## src/rtl/imem_port_arbiter_if.sv

```systemverilog
// Bundle for imem_port_arbiter: fetch read port, loader write port and the
// instruction-memory side. slave = arbiter view, master = requesters + memory.
interface imem_port_arbiter_if;
    logic        f_req;
    logic [31:0] f_adr;
    logic        f_gnt;
    logic [31:0] f_rdata;
    logic        f_valid;
    logic        l_req;
    logic [31:0] l_adr;
    logic [31:0] l_wdata;
    logic        l_gnt;
    logic        l_done;
    logic        l_err;
    logic [31:0] mem_adr;
    logic [31:0] mem_rdata;
    logic        mem_we;
    logic [15:0] mem_wadr;
    logic [7:0]  mem_wbyte;
    logic        busy;

    modport slave (
        input  f_req, f_adr, l_req, l_adr, l_wdata, mem_rdata,
        output f_gnt, f_rdata, f_valid, l_gnt, l_done, l_err,
               mem_adr, mem_we, mem_wadr, mem_wbyte, busy
    );

    modport master (
        output f_req, f_adr, l_req, l_adr, l_wdata, mem_rdata,
        input  f_gnt, f_rdata, f_valid, l_gnt, l_done, l_err,
               mem_adr, mem_we, mem_wadr, mem_wbyte, busy
    );
endinterface

```

## src/rtl/imem_port_arbiter.sv

```systemverilog
// Fetch/loader arbiter for a byte-write instruction memory; loader words go out as 4 byte writes.
// Optional post-write readback check enabled by `define IMEM_ARB_VERIFY_EN.
module imem_port_arbiter #(
    parameter int unsigned STARVE_MAX = 4
) (
    input  logic               clk,
    input  logic               rst_n,
    imem_port_arbiter_if.slave bus
);
    localparam logic [3:0] STARVE_LIM = 4'(STARVE_MAX);

    typedef struct packed {
        logic [15:0] adr;
        logic [31:0] data;
    } wr_req_t;

`ifdef IMEM_ARB_VERIFY_EN
    typedef enum logic [1:0] {ST_IDLE, ST_WRITE, ST_VERIFY} state_t;
`else
    typedef enum logic [0:0] {ST_IDLE, ST_WRITE} state_t;
`endif

    state_t      state, state_nxt;
    logic [1:0]  k, k_nxt;
    logic [3:0]  starve, starve_nxt;
    wr_req_t     wr_q;
    logic [31:0] f_rdata_q;
    logic        f_valid_q, l_done_q, done_set;
    logic        idle, l_win, f_win;
    logic        unused_adr_hi;

    assign unused_adr_hi = ^{bus.f_adr[31:16], bus.l_adr[31:16]};

    // Loader only preempts a pending fetch once fetch has used its starvation budget.
    assign idle  = (state == ST_IDLE);
    assign l_win = idle && bus.l_req && (!bus.f_req || starve == STARVE_LIM);
    assign f_win = idle && bus.f_req && !l_win;

    assign bus.f_gnt     = f_win;
    assign bus.l_gnt     = l_win;
    assign bus.f_rdata   = f_rdata_q;
    assign bus.f_valid   = f_valid_q;
    assign bus.l_done    = l_done_q;
    assign bus.busy      = !idle;
    assign bus.mem_we    = (state == ST_WRITE);
    assign bus.mem_wadr  = wr_q.adr + {14'd0, k};
    assign bus.mem_wbyte = wr_q.data[{k, 3'b000} +: 8];

    always_comb begin
        state_nxt = state;
        k_nxt     = k;
        case (state)
            ST_IDLE: begin
                if (l_win) begin
                    state_nxt = ST_WRITE;
                    k_nxt     = 2'd0;
                end
            end
            ST_WRITE: begin
                k_nxt = k + 2'd1;
                if (k == 2'd3) begin
`ifdef IMEM_ARB_VERIFY_EN
                    state_nxt = ST_VERIFY;
`else
                    state_nxt = ST_IDLE;
`endif
                end
            end
`ifdef IMEM_ARB_VERIFY_EN
            ST_VERIFY: state_nxt = ST_IDLE;
`endif
            default: state_nxt = ST_IDLE;
        endcase
    end

    always_comb begin
        starve_nxt = starve;
        if (l_win || !bus.l_req)
            starve_nxt = 4'd0;
        else if (f_win && starve != STARVE_LIM)
            starve_nxt = starve + 4'd1;
    end

`ifdef IMEM_ARB_VERIFY_EN
    logic l_err_q;

    assign done_set    = (state == ST_VERIFY);
    assign bus.l_err   = l_err_q;
    assign bus.mem_adr = (state == ST_VERIFY) ? {16'd0, wr_q.adr} : {16'd0, bus.f_adr[15:0]};

    always_ff @(posedge clk or negedge rst_n) begin
        if (!rst_n)
            l_err_q <= 1'b0;
        else
            l_err_q <= (state == ST_VERIFY) && (bus.mem_rdata != wr_q.data);
    end
`else
    assign done_set    = (state == ST_WRITE) && (k == 2'd3);
    assign bus.l_err   = 1'b0;
    assign bus.mem_adr = {16'd0, bus.f_adr[15:0]};
`endif

    always_ff @(posedge clk or negedge rst_n) begin
        if (!rst_n) begin
            state     <= ST_IDLE;
            k         <= 2'd0;
            starve    <= 4'd0;
            wr_q      <= '0;
            f_rdata_q <= 32'd0;
            f_valid_q <= 1'b0;
            l_done_q  <= 1'b0;
        end else begin
            state     <= state_nxt;
            k         <= k_nxt;
            starve    <= starve_nxt;
            f_valid_q <= f_win;
            l_done_q  <= done_set;
            if (f_win)
                f_rdata_q <= bus.mem_rdata;
            if (l_win) begin
                wr_q.adr  <= bus.l_adr[15:0];
                wr_q.data <= bus.l_wdata;
            end
        end
    end
endmodule

```

## src/flat_wrapper.sv

```systemverilog
// flat-port wrapper written by rule: the top's interface ports become plain ports
module imem_port_arbiter_flat 
#(
    parameter int unsigned STARVE_MAX = 4
)
  (clk, rst_n, bus_f_req, bus_f_adr, bus_l_req, bus_l_adr, bus_l_wdata, bus_mem_rdata, bus_f_gnt, bus_f_rdata, bus_f_valid, bus_l_gnt, bus_l_done, bus_l_err, bus_mem_adr, bus_mem_we, bus_mem_wadr, bus_mem_wbyte, bus_busy);
  imem_port_arbiter_if bus_i ();
  input  logic clk;
  input  logic rst_n;
  input wire logic [$bits(bus_i.f_req)-1:0] bus_f_req;
  input wire logic [$bits(bus_i.f_adr)-1:0] bus_f_adr;
  input wire logic [$bits(bus_i.l_req)-1:0] bus_l_req;
  input wire logic [$bits(bus_i.l_adr)-1:0] bus_l_adr;
  input wire logic [$bits(bus_i.l_wdata)-1:0] bus_l_wdata;
  input wire logic [$bits(bus_i.mem_rdata)-1:0] bus_mem_rdata;
  output wire logic [$bits(bus_i.f_gnt)-1:0] bus_f_gnt;
  output wire logic [$bits(bus_i.f_rdata)-1:0] bus_f_rdata;
  output wire logic [$bits(bus_i.f_valid)-1:0] bus_f_valid;
  output wire logic [$bits(bus_i.l_gnt)-1:0] bus_l_gnt;
  output wire logic [$bits(bus_i.l_done)-1:0] bus_l_done;
  output wire logic [$bits(bus_i.l_err)-1:0] bus_l_err;
  output wire logic [$bits(bus_i.mem_adr)-1:0] bus_mem_adr;
  output wire logic [$bits(bus_i.mem_we)-1:0] bus_mem_we;
  output wire logic [$bits(bus_i.mem_wadr)-1:0] bus_mem_wadr;
  output wire logic [$bits(bus_i.mem_wbyte)-1:0] bus_mem_wbyte;
  output wire logic [$bits(bus_i.busy)-1:0] bus_busy;
  assign bus_i.f_req = bus_f_req;
  assign bus_i.f_adr = bus_f_adr;
  assign bus_i.l_req = bus_l_req;
  assign bus_i.l_adr = bus_l_adr;
  assign bus_i.l_wdata = bus_l_wdata;
  assign bus_i.mem_rdata = bus_mem_rdata;
  assign bus_f_gnt = bus_i.f_gnt;
  assign bus_f_rdata = bus_i.f_rdata;
  assign bus_f_valid = bus_i.f_valid;
  assign bus_l_gnt = bus_i.l_gnt;
  assign bus_l_done = bus_i.l_done;
  assign bus_l_err = bus_i.l_err;
  assign bus_mem_adr = bus_i.mem_adr;
  assign bus_mem_we = bus_i.mem_we;
  assign bus_mem_wadr = bus_i.mem_wadr;
  assign bus_mem_wbyte = bus_i.mem_wbyte;
  assign bus_busy = bus_i.busy;
  imem_port_arbiter #(.STARVE_MAX(STARVE_MAX)) u_core (.clk(clk), .rst_n(rst_n), .bus(bus_i));
endmodule
```

## config.mk

```make
export PLATFORM = sky130hd
export DESIGN_NAME = imem_port_arbiter_flat
export DESIGN_NICKNAME = d
export VERILOG_FILES = /design/src/rtl/imem_port_arbiter_if.sv /design/src/rtl/imem_port_arbiter.sv /design/src/flat_wrapper.sv
export SDC_FILE = /design/constraint.sdc
export NUM_CORES = 1
export LEC_CHECK = 0
export BUFFER_PORTS_ARGS = -buffer_cell sky130_fd_sc_hd__buf_2
export CAP_MARGIN = 10
export CORE_MARGIN = 5
export CORE_UTILIZATION = 45
export DETAILED_ROUTE_END_ITERATION = 12
export PLACE_DENSITY = 0.8
export SYNTH_ARGS = -nofsm -noshare
export SYNTH_HDL_FRONTEND = slang
export SYNTH_SLANG_ARGS = --single-unit
```

## constraint.sdc

```tcl
create_clock -name clk -period 3 [get_ports clk]
set_clock_uncertainty 0.1 [all_clocks]
set_input_delay 0.6 -clock clk [delete_from_list [all_inputs] [get_ports clk]]
set_output_delay 0.6 -clock clk [all_outputs]
set_load 0.01 [all_outputs]
```

==> results.toml, run 1 <==
[status]
status = "completed"

[sta]
drv_slew = 0
max-slew-margin-rel_pct = 64.2
finalCritPeriodShare_pct = 93.8
worst_slew_pin_slew_ns = 0.537
setup_viol = 0
hold_viol = 0
period_minus_slack_ns = 2.81
max_freq_mhz = 355
rsz0062_at_grt = "no"
fin_tns_setup_ns = 0

[synth]
yosysSeqAreaShare_pct = 51.6
synth_cell_type_count = 36
async_flop_share_pct = 100
synth-warning-count = 0
syn_area_per_cell_um2 = 14.3
syn_area_um2 = 4320
syn_inst = 303
synth_flop_cell = "dfrtp_1"
ys_ff_latch = 89
synth_edf_count = 0

[floorplan]
core_area_um2 = 9280
die_w_um = 108
io_pins = 227
rows = 35
die_area_um2 = 11700
die_h_um = 108
initial_core_util_pct = 46.5

[detailed_routing]
topRoutingLayerUsed = "met5"
wl_met3_um = 760
first_pass_iters = 4
vias = 2706
drt-met1-wl_um = 3800
wirelength_um = 8710
vias_per_cell = 4.75
met2WireLength_um = 4010
wl_per_cell_um = 15.3
detail-route-antenna-nets = 0
drc = 0
drtIter0Drc = 58

[worst_hold_path]
hp-class = "input port to async pin"

[job]
drv_cap = 0

[global_routing]
grt_remaining_overflow = 0
antenna_found_initial = 1
grtUsageTotal_pct = 15.2
first_global_vias = 2906
grt_max_degree = 51
grt_first_pass_wirelength_um = 13800

[critical_path]
cp_data_arrival_time_ns = 2.11
end_kind = "primary output"
reg2reg_to = "u_core.bus.f_rdata[2]$_DFFE_PN0P_"
cp_max_fo = 5
cp-start-kind = "register"
r2r_slack_ns = 0.73
crit_required_ns = 2.30
critPathKind = "register to primary output"
r2r_start = "u_core.starve[0]$_DFFE_PN0P_"
reg2reg_depth = 6

[clocking]
insertion_delay_ns = 0.35
clk_path_buf_depth = 2
cts.htree.levels = 3
root_buffer = "clkbuf_8"
clk_pin_slew_ns = 0.09
cts_made_buffers = 9
cts_num_sinks = 89
holdBufCountCts = 0
cts_tree = "yes"

[place]
hpwl_um = 6720
gp_congestion = 0.759
placed_area_um2 = 4970
io_buffers = 145

[layout]
area_growth_syn_to_layout_pct = 19.6
nFillCells = 791
nets = 574
drive_above_1_share_pct = 58.7
fin_util_pct = 55.6
multi_input_area_um2 = 1770
postLayoutCellArea_um2 = 5160
n_antenna_cell = 0
seqCellArea_um2 = 2230

[pwr]
ir_worst_vdd_mv = 0.560
seq_power_share_pct = 41.7
power_density_nw_per_um2 = 1010
p_leak_nw = 2.53
clkPwrFrac_pct = 14.4
p_sw_share_pct = 34.4
switchingPower_w = 0.00180
combPwrFrac_pct = 43.9
p_int_w = 0.00343
==> through the flow <==
| stage | worst slack [ns] | hold WS (ns) | instances | total power (W) |
|---|---|---|---|---|
| after detailed placement | 0.397 | 0.389 | 554 | 0.00453 |
| after global routing | 0.00875 | 0.145 | 570 | 0.00562 |
| after CTS | 0.0248 | 0.110 | 570 | 0.00531 |
| final | 0.185 | 0.116 | 570 | 0.00523 |
| after global placement | 0.465 | 0.382 | 554 | 0.00444 |
| after floorplan | 0.333 | 0.204 | 319 | 0.00375 |
==> power by group through the flow <==
stage / Combinational (W) / Sequential, W / Clock [W]
floorplan: 0.00154 / 0.00221 / 0
global placement: 0.00228 / 0.00216 / 0
detailed placement: 0.00234 / 0.00219 / 0
CTS: 0.00233 / 0.00218 / 0.000789
global route: 0.00251 / 0.00227 / 0.000835
finish: 0.00229 / 0.00218 / 0.000753
==> Yosys cell counts (2+ instances only) <==
cell,count,area (µm²)
and3_1,3,18.8
a21oi_1,3,15.0
nor2_1,3,11.3
buf_4,36,270
mux4_2,8,180
buf_6,7,78.8
nor3_1,2,10.0
ha_1,5,62.6
buf_2,2,10.0
nand4_1,4,25.0
xor2_1,2,17.5
xnor2_1,12,105
a21o_1,4,30.0
o21ai_0,2,10.0
nor2b_1,4,25.0
mux2_4,29,435
inv_1,9,33.8
nand2b_1,4,25.0
dfrtp_1,89,2230
nand2_1,8,30.0
mux2_2,50,563
nand3_1,3,15.0
==> layout by cell type (no fill, tap or decap), types with 8 or more instances in the layout <==
cell and n:
mux4_2 8, dfrtp_1 89, clkbuf_8 10, nand2_1 8
mux2_2 50, mux2_4 29, inv_1 9, xnor2_1 12
buf_2 144, conb_1 17
==> final cells by class <==
type / count / share of cell area [%]
clock buffer: 11 / 2.74
clock inverter: 5 / 0.775
inverter: 9 / 0.654
multi-input combinational: 175 / 34.2
sequential: 89 / 43.1
tap: 129 / 3.13
timing repair buffer: 152 / 15.4
==> kinds of logic (layout without fill, tap and decap cells) <==
kind of cell	count (synthesis)	in the layout	synth area share, %
compound gates	13	13	2.17
xor+xnor	14	14	2.84
fa+ha+maj	6	6	1.91
buf+inv	55	177	9.18
flops	89	89	51.6
mux	87	87	27.3
other cells	1	17	0.0868
simple gates	38	38	4.95
==> registers in the layout, summed over array words and instances, names as in the netlist <==
signal,count
u_core.k,2
u_core.bus.f_valid,1
u_core.bus.l_done,1
u_core.bus.f_rdata,32
u_core.starve,4
u_core.bus.busy,1
u_core.wr_q,48
==> worst max-delay path, stage by stage (launching register included) <==
cell and delay, ns:
dfrtp_1 0.40, ha_1 0.28, a21o_1 0.16, nand4_1 0.25, nor3_1 0.33, xor2_1 0.19
buf_2 0.15
==> layer usage <==
metal | global-route usage [%] | up-vias
met4 | 5.86 | 2
met2 | 24.1 | 135
met3 | 3.76 | 15
met1 | 20.2 | 1290
li1 | - | 1264
met5 | 0 | -
==> worst max-delay path by stage <==
stage	cells after the start	endpoint	slack (ns)	start
after floorplan	7	bus_mem_wadr[10]	0.33	u_core.k[1]$_DFFE_PN0P_
after global placement	8	bus_mem_wadr[10]	0.47	u_core.k[0]$_DFFE_PN0P_
after detailed placement	8	bus_mem_wadr[10]	0.40	u_core.wr_q[32]$_DFFE_PN0P_
after CTS	8	bus_mem_wadr[10]	0.02	u_core.k[0]$_DFFE_PN0P_
after global routing	6	bus_mem_wadr[15]	0.009	u_core.k[1]$_DFFE_PN0P_
final	6	bus_mem_wadr[15]	0.19	u_core.k[1]$_DFFE_PN0P_
==> what timing repair did <==
action | in CTS | in global routing
gates resized for setup | 1 | 3
pin swaps | 0 | 0
setup endpoints to repair | 1 | 4
buffers inserted | 0 | 0
Power figures use the tool's default switching activity.
==> inputs of run 2 (changes only) <==
MAX_ROUTING_LAYER = met4   (was default)
==> results.toml, run 2 (synthesis gave the netlist of run 1 again) <==
[critical_path]
cp_data_arrival_time_ns = 2.11
end_kind = "primary output"
crit_required_ns = 2.30
reg2reg_to = "u_core.bus.f_rdata[2]$_DFFE_PN0P_"
cp-start-kind = "register"
r2r_slack_ns = 0.73
cp_max_fo = 5
critPathKind = "register to primary output"
r2r_start = "u_core.starve[0]$_DFFE_PN0P_"
reg2reg_depth = 6

[clocking]
clk_pin_slew_ns = 0.09
insertion_delay_ns = 0.35
cts_made_buffers = 9
cts.htree.levels = 3
cts_tree = "yes"
holdBufCountCts = 0
clk_path_buf_depth = 2
root_buffer = "clkbuf_8"
cts_num_sinks = 89

[place]
gp_congestion = 0.769
placed_area_um2 = 4970
hpwl_um = 6720
post-place-ws_ns = 0.397
io_buffers = 145

[detailed_routing]
wl_per_cell_um = 15.3
detail-route-antenna-nets = 0
drc = 0
first_pass_iters = 4
vias_per_cell = 4.76
vias = 2719
drtIter0Drc = 40
wirelength_um = 8730

[global_routing]
grt_first_pass_wirelength_um = 13800
grt_remaining_overflow = 0
antenna_found_initial = 1
first_global_vias = 2914
grtUsageTotal_pct = 15.6
grt_max_degree = 51

[floorplan]
die_area_um2 = 11700
rows = 35
die_h_um = 108
die_w_um = 108
initial_core_util_pct = 46.5
io_pins = 227
core_area_um2 = 9280

[sta]
rsz0062_at_grt = "no"
max_freq_mhz = 355
hold_ws_ns = 0.117
worst_slew_pin_slew_ns = 0.537
finalCritPeriodShare_pct = 93.8
setup_viol = 0
max-slew-margin-rel_pct = 64.2
drv_slew = 0
fin_ws_ns = 0.186
period_minus_slack_ns = 2.81
hold_viol = 0
fin_tns_setup_ns = 0

[layout]
nets = 574
largest_register_ffs = 48
nFillCells = 792
final_common_cell = "buf_2"
area_growth_syn_to_layout_pct = 19.6
postLayoutCellArea_um2 = 5170
layout_common_cells = "buf_2, dfrtp_1, mux2_2"
drive_above_1_share_pct = 58.7
regMostFlops = "u_core.wr_q"

[status]
status = "completed"

[pwr]
p_leak_nw = 2.53
ir_worst_vdd_mv = 0.560
power.total_w = 0.00523
power_density_nw_per_um2 = 1010

[worst_hold_path]
hp-class = "input port to async pin"

[job]
drv_cap = 0
## run 2: changes by cell type in the layout (fill, tap and decap cells not counted)
cell     previous run  this run
diode_2             0         1
## run 2: worst max-delay path by stage
stage,startpoint,to,slack (ns),depth (start not counted)
after floorplan,u_core.k[1]$_DFFE_PN0P_,bus_mem_wadr[10],0.33,7
after global placement,u_core.k[0]$_DFFE_PN0P_,bus_mem_wadr[10],0.47,8
after detailed placement,u_core.wr_q[32]$_DFFE_PN0P_,bus_mem_wadr[10],0.40,8
after CTS,u_core.k[0]$_DFFE_PN0P_,bus_mem_wadr[10],0.02,8
after global routing,u_core.k[1]$_DFFE_PN0P_,bus_mem_wadr[15],0.009,6
final,u_core.k[1]$_DFFE_PN0P_,bus_mem_wadr[15],0.19,6
## run 2: repair_timing
item	in CTS	in global routing
endpoints found under the setup margin	1	4
buffers inserted	0	0
pin swaps	0	0
resized for setup	1	3
## run 2: worst max-delay path, stage by stage, from the launching register on
cell,delay (ns)
dfrtp_1,0.40
ha_1,0.28
a21o_1,0.16
nand4_1,0.25
nor3_1,0.33
xor2_1,0.19
buf_2,0.15
## run 2: final cells by class
| type | instances | area [µm²] | area share (%) |
|---|---|---|---|
| flip-flops and latches | 89 | 2230 | 43.1 |
| multi-input cells | 175 | 1770 | 34.2 |
| repair buffers | 152 | 793 | 15.4 |
| well taps | 129 | 161 | 3.12 |
| clock buffers | 11 | 141 | 2.74 |
| clock inverters | 5 | 40.0 | 0.775 |
| inverters | 9 | 33.8 | 0.654 |
| diodes | 1 | 2.50 | 0.0484 |
## run 2: power breakdown
group	leakage [nW]	internal (W)	total, W	switching (W)
sequential	1.06	0.00178	0.00218	0.000399
combinational	1.39	0.00132	0.00229	0.000975
clock	0.0822	0.000328	0.000755	0.000426
total	2.53	0.00343	0.00523	0.00180
## run 2: layer usage
metal	share of wire (%)	vias up	GRT usage, %
met5	0	-	-
met4	1.6	0	5.86
met3	7.5	13	2.87
met2	46	134	24.1
met1	45	1304	20.8
li1	-	1268	-
## run 2: metrics by stage
step / utilization, % / instances
after detailed placement: 53.6 / 554
after global routing: 55.6 / 571
after floorplan: - / 319
after CTS: 55.5 / 570
after global placement: 53.6 / 554
final: 55.6 / 571
